--- src/rtl/iob_pcie_chnl_pkg.sv ---
// Shared types and helpers for the iob_pcie channel sequencer:
// RX/TX state encodings and the word-length to 64-bit-beat conversion.
package iob_pcie_chnl_pkg;

    localparam int unsigned WORDS_PER_BEAT = 2;
    localparam logic [63:0] OFF_ZERO       = '0;

    typedef enum logic [2:0] {
        R_IDLE,
        R_ACK,
        R_DATA,
        R_WAIT,
        R_DONE
    } rx_state_t;

    typedef enum logic [1:0] {
        T_IDLE,
        T_REQ,
        T_DATA,
        T_DONE
    } tx_state_t;

    // Caller zero-extends the length, so an all-ones length rounds up without wrapping.
    function automatic logic [63:0] beats_from_len(input logic [63:0] len);
        return (len + 64'(WORDS_PER_BEAT - 1)) / 64'(WORDS_PER_BEAT);
    endfunction

endpackage

--- src/rtl/iob_pcie_beat_cnt.sv ---
// Beat counter: load clears the count and captures the target, inc advances it;
// done flags count==target, near flags that the next increment reaches the target.
module iob_pcie_beat_cnt #(
    parameter int unsigned W = 32
) (
    input  logic         clk,
    input  logic         arst_n,
    input  logic         load,
    input  logic [W-1:0] target,
    input  logic         inc,
    output logic         done,
    output logic         near
);

    logic [W-1:0] count;
    logic [W-1:0] goal;

    always_ff @(posedge clk or negedge arst_n) begin
        if (!arst_n) begin
            count <= '0;
            goal  <= '0;
        end else if (load) begin
            count <= '0;
            goal  <= target;
        end else if (inc) begin
            count <= count + W'(1);
        end
    end

    assign done = (count == goal);
    assign near = ((count + W'(1)) == goal);

endmodule

--- src/rtl/iob_pcie_chnl_ctrl.sv ---
// RIFFA-style PCIe channel sequencer: independent RX and TX handshake FSMs
// that count 64-bit beats and gate the RX/TX FIFO strobes.
module iob_pcie_chnl_ctrl
    import iob_pcie_chnl_pkg::*;
#(
    parameter int unsigned C_PCI_DATA_WIDTH = 64,
    parameter int unsigned LEN_W            = 32,
    parameter int unsigned ACK_TO           = 1024
) (
    input  logic                        clk,
    input  logic                        arst_n,
    input  logic                        chnl_rx_i,
    input  logic                        chnl_rx_last_i,
    input  logic                        chnl_rx_data_valid_i,
    input  logic [LEN_W-1:0]            chnl_rx_len_i,
    input  logic [C_PCI_DATA_WIDTH-1:0] chnl_rx_data_i,
    output logic                        chnl_rx_ack_o,
    output logic                        chnl_rx_data_ren_o,
    input  logic                        rxf_full_i,
    output logic                        rxf_wr_o,
    output logic [C_PCI_DATA_WIDTH-1:0] rxf_wdata_o,
    output logic                        rx_done_o,
    output logic                        rx_err_o,
    output logic [LEN_W-1:0]            rx_len_o,
    input  logic                        tx_start_i,
    input  logic [LEN_W-1:0]            tx_len_i,
    input  logic                        txf_empty_i,
    input  logic [C_PCI_DATA_WIDTH-1:0] txf_rdata_i,
    output logic                        txf_ren_o,
    output logic                        chnl_tx_o,
    output logic                        chnl_tx_last_o,
    output logic                        chnl_tx_data_valid_o,
    output logic [LEN_W-1:0]            chnl_tx_len_o,
    output logic [LEN_W-2:0]            chnl_tx_off_o,
    output logic [C_PCI_DATA_WIDTH-1:0] chnl_tx_data_o,
    input  logic                        chnl_tx_data_ren_i,
    input  logic                        chnl_tx_ack_i,
    output logic                        tx_busy_o,
    output logic                        tx_done_o,
    output logic                        tx_err_o
);

    localparam int unsigned TO_W = $clog2(ACK_TO + 1);

    // RX LAST carries no information the beat count does not already give.
    logic unused_rx_last;
    assign unused_rx_last = chnl_rx_last_i;

    assign rxf_wdata_o    = chnl_rx_data_i;
    assign chnl_tx_data_o = txf_rdata_i;
    assign chnl_tx_last_o = 1'b1;
    assign chnl_tx_off_o  = (LEN_W-1)'(OFF_ZERO);

    // ---------------- RX ----------------
    rx_state_t        rx_state, rx_next;
    logic             rx_load, rx_trunc;
    logic             rx_cnt_done, rx_cnt_near;
    logic [LEN_W-1:0] rx_beats;

    assign rx_beats = LEN_W'(beats_from_len(64'(chnl_rx_len_i)));

    iob_pcie_beat_cnt #(.W(LEN_W)) u_rx_cnt (
        .clk    (clk),
        .arst_n (arst_n),
        .load   (rx_load),
        .target (rx_beats),
        .inc    (rxf_wr_o),
        .done   (rx_cnt_done),
        .near   (rx_cnt_near)
    );

    always_comb begin
        rx_next            = rx_state;
        rx_load            = 1'b0;
        rx_trunc           = 1'b0;
        chnl_rx_data_ren_o = 1'b0;
        rxf_wr_o           = 1'b0;
        case (rx_state)
            R_IDLE: begin
                if (chnl_rx_i) begin
                    rx_next = R_ACK;
                    rx_load = 1'b1;
                end
            end
            R_ACK:  rx_next = rx_cnt_done ? R_WAIT : R_DATA;
            R_DATA: begin
                chnl_rx_data_ren_o = ~rxf_full_i;
                rxf_wr_o           = chnl_rx_data_ren_o & chnl_rx_data_valid_i;
                if (rxf_wr_o && rx_cnt_near) begin
                    rx_next = R_WAIT;
                end else if (!chnl_rx_i) begin
                    rx_next  = R_DONE;
                    rx_trunc = 1'b1;
                end
            end
            R_WAIT: if (!chnl_rx_i) rx_next = R_DONE;
            R_DONE: rx_next = R_IDLE;
            default: rx_next = R_IDLE;
        endcase
    end

    always_ff @(posedge clk or negedge arst_n) begin
        if (!arst_n) begin
            rx_state      <= R_IDLE;
            chnl_rx_ack_o <= 1'b0;
            rx_done_o     <= 1'b0;
            rx_err_o      <= 1'b0;
            rx_len_o      <= '0;
        end else begin
            rx_state      <= rx_next;
            chnl_rx_ack_o <= (rx_next == R_ACK);
            rx_done_o     <= (rx_next == R_DONE);
            rx_err_o      <= rx_trunc;
            if (rx_load) rx_len_o <= chnl_rx_len_i;
        end
    end

    // ---------------- TX ----------------
    tx_state_t       tx_state, tx_next;
    logic            tx_load, tx_timeout;
    logic            tx_cnt_done, tx_cnt_near;
    logic [TO_W-1:0] to_cnt;

    iob_pcie_beat_cnt #(.W(LEN_W)) u_tx_cnt (
        .clk    (clk),
        .arst_n (arst_n),
        .load   (tx_load),
        .target (LEN_W'(beats_from_len(64'(tx_len_i)))),
        .inc    (txf_ren_o),
        .done   (tx_cnt_done),
        .near   (tx_cnt_near)
    );

    always_comb begin
        tx_next              = tx_state;
        tx_load              = 1'b0;
        tx_timeout           = 1'b0;
        chnl_tx_data_valid_o = 1'b0;
        txf_ren_o            = 1'b0;
        case (tx_state)
            T_IDLE: begin
                if (tx_start_i) begin
                    tx_next = T_REQ;
                    tx_load = 1'b1;
                end
            end
            T_REQ: begin
                // An ack in the last allowed cycle takes priority over the timeout.
                if (chnl_tx_ack_i) begin
                    tx_next = tx_cnt_done ? T_DONE : T_DATA;
                end else if (to_cnt == TO_W'(ACK_TO - 1)) begin
                    tx_next    = T_IDLE;
                    tx_timeout = 1'b1;
                end
            end
            T_DATA: begin
                chnl_tx_data_valid_o = ~txf_empty_i;
                txf_ren_o            = chnl_tx_data_valid_o & chnl_tx_data_ren_i;
                if (txf_ren_o && tx_cnt_near) tx_next = T_DONE;
            end
            T_DONE:  tx_next = T_IDLE;
            default: tx_next = T_IDLE;
        endcase
    end

    always_ff @(posedge clk or negedge arst_n) begin
        if (!arst_n) begin
            tx_state      <= T_IDLE;
            to_cnt        <= '0;
            chnl_tx_o     <= 1'b0;
            chnl_tx_len_o <= '0;
            tx_busy_o     <= 1'b0;
            tx_done_o     <= 1'b0;
            tx_err_o      <= 1'b0;
        end else begin
            tx_state      <= tx_next;
            to_cnt        <= (tx_state == T_REQ) ? to_cnt + TO_W'(1) : '0;
            chnl_tx_o     <= (tx_next == T_REQ) || (tx_next == T_DATA);
            tx_busy_o     <= (tx_next != T_IDLE);
            tx_done_o     <= (tx_next == T_DONE);
            tx_err_o      <= tx_timeout;
            if (tx_load) chnl_tx_len_o <= tx_len_i;
        end
    end

endmodule
--- config.mk ---
export PLATFORM = sky130hd
export DESIGN_NAME = iob_pcie_chnl_ctrl
export DESIGN_NICKNAME = d
export VERILOG_FILES = /design/src/rtl/iob_pcie_chnl_pkg.sv /design/src/rtl/iob_pcie_beat_cnt.sv /design/src/rtl/iob_pcie_chnl_ctrl.sv
export SDC_FILE = /design/constraint.sdc
export NUM_CORES = 1
export LEC_CHECK = 0
export ABC_AREA = 1
export ABC_CLOCK_PERIOD_IN_PS = 2100
export BUFFER_PORTS_ARGS = -buffer_cell sky130_fd_sc_hd__buf_2
export CAP_MARGIN = 20
export CORE_MARGIN = 1
export CORE_UTILIZATION = 48
export CTS_CLUSTER_SIZE = 40
export DETAILED_ROUTE_END_ITERATION = 6
export HOLD_SLACK_MARGIN = 0.15
export PLACE_DENSITY_LB_ADDON = 0.12
export SLEW_MARGIN = 20
export SYNTH_ARGS = -nofsm -noshare
export SYNTH_HDL_FRONTEND = slang
export SYNTH_HIERARCHICAL = 1
export SYNTH_SLANG_ARGS = --single-unit
export TNS_END_PERCENT = 20
--- constraint.sdc ---
create_clock -name clk -period 2.1 [get_ports clk]
set_clock_uncertainty 0.1 [all_clocks]
set_input_delay 0.105 -clock clk [delete_from_list [all_inputs] [get_ports clk]]
set_output_delay 0.105 -clock clk [all_outputs]
set_load 0.1 [all_outputs]
Yosys cells after proc, flatten, opt, wreduce, memory -nomap -nowiden. Cells that the tools add are included.

Bits of input ports: 202. Output and inout port bits: 235. Register bits after elaboration: 215.

Bitwise logic cells: 4. Add/sub/neg operators: 5. Reductions and logical operators: 8. Multiplexer cells: 30. Equality and inequality tests: 16.

Operators with widths (number): $eq A32 B32 Y1 (4); $mux W32 (4); $add A32 B1 Y33 const B (2); $add A32 B1 Y32 const B (2); $mux W1 (16); $pmux W3 S4 (1); $add A11 B1 Y11 const B (1); $eq A11 B10 Y1 const B (1); $mux W11 (1); $mux W3 (3); $eq A2 B2 Y1 const B (4); $mux W2 (4); $pmux W2 S4 (1); $eq A3 B1 Y1 const B (2); $eq A3 B2 Y1 const B (2); $reduce_bool A2 Y1 (3); $eq A2 B1 Y1 const B (2); $eq A3 B3 Y1 const B (1); $logic_not A3 Y1 (1); $and A1 B1 Y1 (2); $logic_and A1 B1 Y1 (2); $logic_not A2 Y1 (1); $not A1 Y1 (2); $logic_or A1 B1 Y1 (1).

Depth between registers and ports, before layout.
Depth after elaboration: 7. Depth in mapped cells: 18. Depth with buffers taken out: 18.

By module. The synthesis kept the hierarchy.

Modules (own cells, without submodules): iob_pcie_beat_cnt (area an instance 4196.5 um2, cells an instance 602, seq. area each 1601.5 um2, instances 2); iob_pcie_chnl_ctrl (area an instance 6459.9 um2, cells an instance 904, seq. area each 2177.1 um2, instances 1).

Worst setup path before layout. OpenSTA, ideal clock, no wires.

Path kind: register to register. From: register tx_state[0]. To: register u_tx_cnt.count[25]. Stages on the path, launching flop included: 11. Period minus slack after synthesis: 3.773 ns. Data required time: 1.879 ns. Arrival: 3.552 ns. Path buffers: 1. Slack: -1.673 ns. Path through: dfrtp_1 nor2_1 inv_1 nor2_1 and2_1 inv_1 clkbuf_1 nor2_1 nand2_1 o21ai_1 a21oi_1.

Cells in the longest elaborated chain, start to end: 3. Elaborated cells on any way between the ends: 6. Classes of those cells: eq/ne: 1; mux: 3; reduce/logical: 2.

RTL lines: start: declaration (RTL line iob_pcie_chnl_ctrl.sv:119) `tx_state_t tx_state, tx_next;`; start signal: assignment (RTL line iob_pcie_chnl_ctrl.sv:176) `tx_state <= tx_next;`; $eq A2 B2 Y1 (RTL line iob_pcie_chnl_ctrl.sv:140) `case (tx_state)`; $mux W1 (RTL line iob_pcie_chnl_ctrl.sv:140); net txf_ren_o (RTL line iob_pcie_chnl_ctrl.sv:29) `output logic txf_ren_o,`; $reduce_bool A2 Y1 (no line); end signal: assignment (RTL line iob_pcie_beat_cnt.sv:26) `count <= count + W'(1);`; end: declaration (RTL line iob_pcie_beat_cnt.sv:15) `logic [W-1:0] count;`.

The timed path passes the listed nets, and every way through them passes these cells. A chain may end at the register's enable or synchronous reset.

Final worst setup path.
From: register u_tx_cnt.count[1]. To: register tx_done_o.

Cells in the longest elaborated chain, start to end: 6. Elaborated cells on any way between the ends: 9. Classes of those cells: add/sub: 1; eq/ne: 3; mux: 4; reduce/logical: 1.

RTL lines: $add A32 B1 Y32 (RTL line iob_pcie_beat_cnt.sv:31) `assign near = ((count + W'(1)) == goal);`; $eq A32 B32 Y1 (RTL line iob_pcie_beat_cnt.sv:31); net tx_cnt_near (RTL line iob_pcie_chnl_ctrl.sv:121) `logic tx_cnt_done, tx_cnt_near;`; $logic_and A1 B1 Y1 (RTL line iob_pcie_chnl_ctrl.sv:159) `if (txf_ren_o && tx_cnt_near) tx_next = T_DONE;`; $mux W2 (RTL line iob_pcie_chnl_ctrl.sv:159); $pmux W2 S4 (RTL line iob_pcie_chnl_ctrl.sv:140); net tx_next[0] (RTL line iob_pcie_chnl_ctrl.sv:119); $eq A2 B2 Y1 (RTL line iob_pcie_chnl_ctrl.sv:180) `tx_done_o <= (tx_next == T_DONE);`; end signal: assignment (RTL line iob_pcie_chnl_ctrl.sv:180); end: declaration (RTL line iob_pcie_chnl_ctrl.sv:39) `output logic tx_done_o,`.

The timed path passes the listed nets, and every way through them passes these cells.

==> metrics list <==
- In this run the number of H-tree levels came out at 1.
- Row generation in the floorplan step produced 64 rows.
* Number of enable flip-flop cells after synthesis: 0
- The area growth from synthesis to layout is 36.1%.
* Number of cells produced by synthesis: 2,108
- Entering global routing, the biggest net connects 55 pins.
- Final WS setup: -0.322 ns
- Clock latency on the worst-skew pair, taken at its later pin, is 0.56 ns.
- Dividing the synthesized area by the synthesized cell count gives 7.05 um2.
* Post-Route WL: 55,500 um
- In the final layout, the multi-input gates occupy 7710 um2.
- Number of maximum-capacitance constraint violations: 0
- Of the cells placed in the final design, the portion with a size suffix greater than 1 is 23.0%.
- The synthesized design contains 215 register bits.
* Count of non-filler cells in the finished layout: 3,003
* Final count of hold timing violations: 0
- In the synthesized netlist the dominant register cell turns out to be sky130_fd_sc_hd__dfrtp_1.
- The worst setup path is launched from a register.
- Clock-pin slew was measured on the worst setup and hold paths at 0.06 ns.
- Routability-driven placement finished with a final weighted congestion of 0.947.
- STA classifies the critical path endpoint as a register.
- The final max-slew violation count came to 0.
- Hold WS: 0.187 ns
- Shortest clock period the worst path allows after layout: 2.42 ns
- Starting utilization of the core area: 48.7%
- Post-synthesis sequential area ratio: 36.2%
- Classification of the worst-slack hold path: primary input to register
- Final setup fails: 9
* Vias in the first global route: 14,700
- Worst Tran Pin Value: 1.14 ns
- The flow ran to the end, but the final reports show violations.
- Number of nets in the finished design: 2,793
- At the worst endpoint, the required time is 2.44 ns.
- Global routing used 34.5% of the available tracks.
* Unrepaired setup endpoints after global routing: yes
- Boundary Pins: 437
- Counting the fill cells in the layout gives 2,640.
- HPWL after detailed placement: 42,200 um
- For this design the static power due to leakage is 10.1 nW.
- Worst slew margin: 23.9%
- Number of antenna-violating nets in the routed design: 0
- Vert. Die Dim: 178 um
* Post-synth design cell area: 14,900 um2
* Clock tree from TritonCTS: done
- In this run the worst path has a maximum fanout of 5.
- Setup_tns: -2.10 ns
- After detailed routing, the average wire length per cell comes to 18.5 um.
* Synthesis Warnings: 6
- Die Wd: 178 um
* Post-route DRC violation count: 0
- Top achievable clock speed: 413 MHz
* Final worst path period share: 115%
* Placed cell count: 2,721
* First-pass detailed-route iteration total: 6
* Crit path arrival time: 2.77 ns
* Max rail drop VDD: 0.00151 V
* Violations in the final reports: negative setup slack
* Power density over the cells: 1200 nW/um2
- TritonCTS created 27 clock buffers.
- Clock buffer depth: 3
- The sequential cells in the finished layout cover a total of 5390 um2.
* Core Footprint: 30,500 um2
* Floorplan die area: 31,700 um2
- The first global-routing pass estimated 82,900 um of wire.
- Post-synth cell types: 41
* Via/cell ratio: 5.13
* Initial antenna violation count: 7
* Setup slack after placement: -0.507 ns
- In this run, the number of DRC markers left after iteration 0 of detailed routing was 1,212.
* Buffers added on ports: 147
* Sink Count: 215
* FFs w/ async S/R, synth: 100%
* Gr ovfl total: 0
- Vias: 15,400
* Critical Setup Path Class: register to register
- Clock Tree Root: sky130_fd_sc_hd__clkbuf_16
[critical path: stages (launching register included)]
cell and delay, ns:
sky130_fd_sc_hd__dfrtp_1 0.41, sky130_fd_sc_hd__buf_6 0.13, sky130_fd_sc_hd__nand2_4 0.06, sky130_fd_sc_hd__nor2_8 0.17
sky130_fd_sc_hd__nand3b_1 0.23, sky130_fd_sc_hd__nor2_4 0.17, sky130_fd_sc_hd__nand2_1 0.09, sky130_fd_sc_hd__nor2_2 0.14
sky130_fd_sc_hd__nor2_1 0.06, sky130_fd_sc_hd__nand3_1 0.11, sky130_fd_sc_hd__nor2_1 0.07, sky130_fd_sc_hd__nand2_1 0.07
sky130_fd_sc_hd__nor2_2 0.04, sky130_fd_sc_hd__nand2_1 0.08, sky130_fd_sc_hd__nand3_2 0.09, sky130_fd_sc_hd__buf_6 0.14
sky130_fd_sc_hd__ha_4 0.14
[power breakdown]
part           switching, mW  total, mW  internal, mW
combinational           10.2       13.2          3.02
clock                   1.88       4.51          2.63
sequential              1.09       6.54          5.44
[through the flow]
step           cell area, um2  power (mW)  util [%]
2_1_floorplan           15000        15.8         -
3_3_place_gp            16800        18.0      55.0
3_5_place_dp            16800        18.1      55.0
4_1_cts                 19900        24.0      65.3
5_1_grt                 20200        25.4      66.2
6_report                20200        24.3      66.2
[cell families after synthesis]
kind of cell | after synthesis | share of synthesized area (%)
adder cells (fa/ha/maj) | 7 | 0.590
AO/OA/AOI/OAI | 198 | 7.16
AND/OR/NAND/NOR | 1161 | 35.1
XOR/XNOR | 100 | 6.08
other | 2 | 0.0506
flip-flops | 215 | 36.2
buffers and inverters | 425 | 14.8
[layer usage]
metal	part of all wire [%]	global-route usage, %
met1	44	47.7
met2	45	55.6
met3	8.3	5.57
met4	2.9	9.51
met5	0.029	0
[placed cells by master, fill, tap and decap left out, types with 9 or more instances in the layout]
cell | netlist | final
sky130_fd_sc_hd__clkbuf_16 | 0 | 27
sky130_fd_sc_hd__inv_1 | 219 | 212
sky130_fd_sc_hd__nor2_1 | 182 | 161
sky130_fd_sc_hd__conb_1 | 2 | 32
sky130_fd_sc_hd__nor3_2 | 6 | 12
sky130_fd_sc_hd__nor2_4 | 19 | 25
sky130_fd_sc_hd__nor2_2 | 18 | 33
sky130_fd_sc_hd__o21ai_0 | 111 | 108
sky130_fd_sc_hd__dfrtp_1 | 215 | 210
sky130_fd_sc_hd__o22ai_1 | 28 | 28
sky130_fd_sc_hd__buf_4 | 160 | 244
sky130_fd_sc_hd__inv_2 | 6 | 9
sky130_fd_sc_hd__a21oi_1 | 39 | 39
sky130_fd_sc_hd__xor2_1 | 78 | 78
sky130_fd_sc_hd__nor3_1 | 46 | 37
sky130_fd_sc_hd__nand3_2 | 6 | 10
sky130_fd_sc_hd__clkbuf_1 | 34 | 10
sky130_fd_sc_hd__nand4_1 | 29 | 29
sky130_fd_sc_hd__dlygate4sd3_1 | 0 | 212
sky130_fd_sc_hd__nand2_1 | 688 | 676
sky130_fd_sc_hd__xnor2_1 | 20 | 20
sky130_fd_sc_hd__buf_2 | 4 | 144
sky130_fd_sc_hd__nand2_2 | 20 | 29
sky130_fd_sc_hd__nand3_1 | 107 | 100
[timing repair]
item                                    in CTS  in global routing
setup buffers                                6                 10
endpoints found under the setup margin      12                 27
hold buffers                               213                  1
endpoints found under the hold margin      506                  2
resized for setup                           35                 50
pin swaps                                   18                 28
[synthesized netlist by cell type (7+ instances only)]
library cell / n / area, um2
sky130_fd_sc_hd__a21oi_1: 39 / 195
sky130_fd_sc_hd__buf_4: 160 / 1200
sky130_fd_sc_hd__clkbuf_1: 34 / 128
sky130_fd_sc_hd__dfrtp_1: 215 / 5380
sky130_fd_sc_hd__ha_1: 7 / 87.6
sky130_fd_sc_hd__inv_1: 219 / 822
sky130_fd_sc_hd__nand2_1: 688 / 2580
sky130_fd_sc_hd__nand2_2: 20 / 125
sky130_fd_sc_hd__nand3_1: 107 / 536
sky130_fd_sc_hd__nand4_1: 29 / 181
sky130_fd_sc_hd__nor2_1: 182 / 683
sky130_fd_sc_hd__nor2_2: 18 / 113
sky130_fd_sc_hd__nor2_4: 19 / 214
sky130_fd_sc_hd__nor2_8: 8 / 160
sky130_fd_sc_hd__nor3_1: 46 / 230
sky130_fd_sc_hd__nor4_1: 8 / 50.1
sky130_fd_sc_hd__o21ai_0: 111 / 556
sky130_fd_sc_hd__o22ai_1: 28 / 175
sky130_fd_sc_hd__xnor2_1: 20 / 175
sky130_fd_sc_hd__xor2_1: 78 / 683
[layout make-up]
type	count	share of cell area (%)
clock buffer	41	3.80
clock inverter	5	0.347
timing repair buffer	615	24.2
sequential	215	26.7
antenna	6	0.0743
tap	396	2.45
multi-input combinational	1498	38.2
inverter	227	4.27
[registers in the layout, summed over array words and instances, names as in the netlist, 2 cells and up]
register and cells:
rx_len_o 32, tx_state 2, to_cnt 11, rx_state 3, u_rx_cnt/count 32, u_rx_cnt/goal 32, u_tx_cnt/goal 32, chnl_tx_len_o 32
u_tx_cnt/count 32
[path summary, 6_finish.rpt]
kind / from / end / slack, ns / depth (start not counted)
max in group asynchronous: arst_n / u_tx_cnt/goal[25] / 0.67 / 4
hold / removal: tx_len_i[3] / u_tx_cnt/goal[3] / 0.19 / 6
setup / recovery: u_tx_cnt/count[1] / tx_done_o / -0.32 / 16
hold reg to reg: to_cnt[0] / to_cnt[0] / 0.36 / 1
min in group asynchronous: arst_n / u_tx_cnt/count[18] / 0.52 / 3
setup reg to reg: u_tx_cnt/count[1] / tx_done_o / -0.32 / 16
No activity file was read; power rests on OpenSTA's default activity.
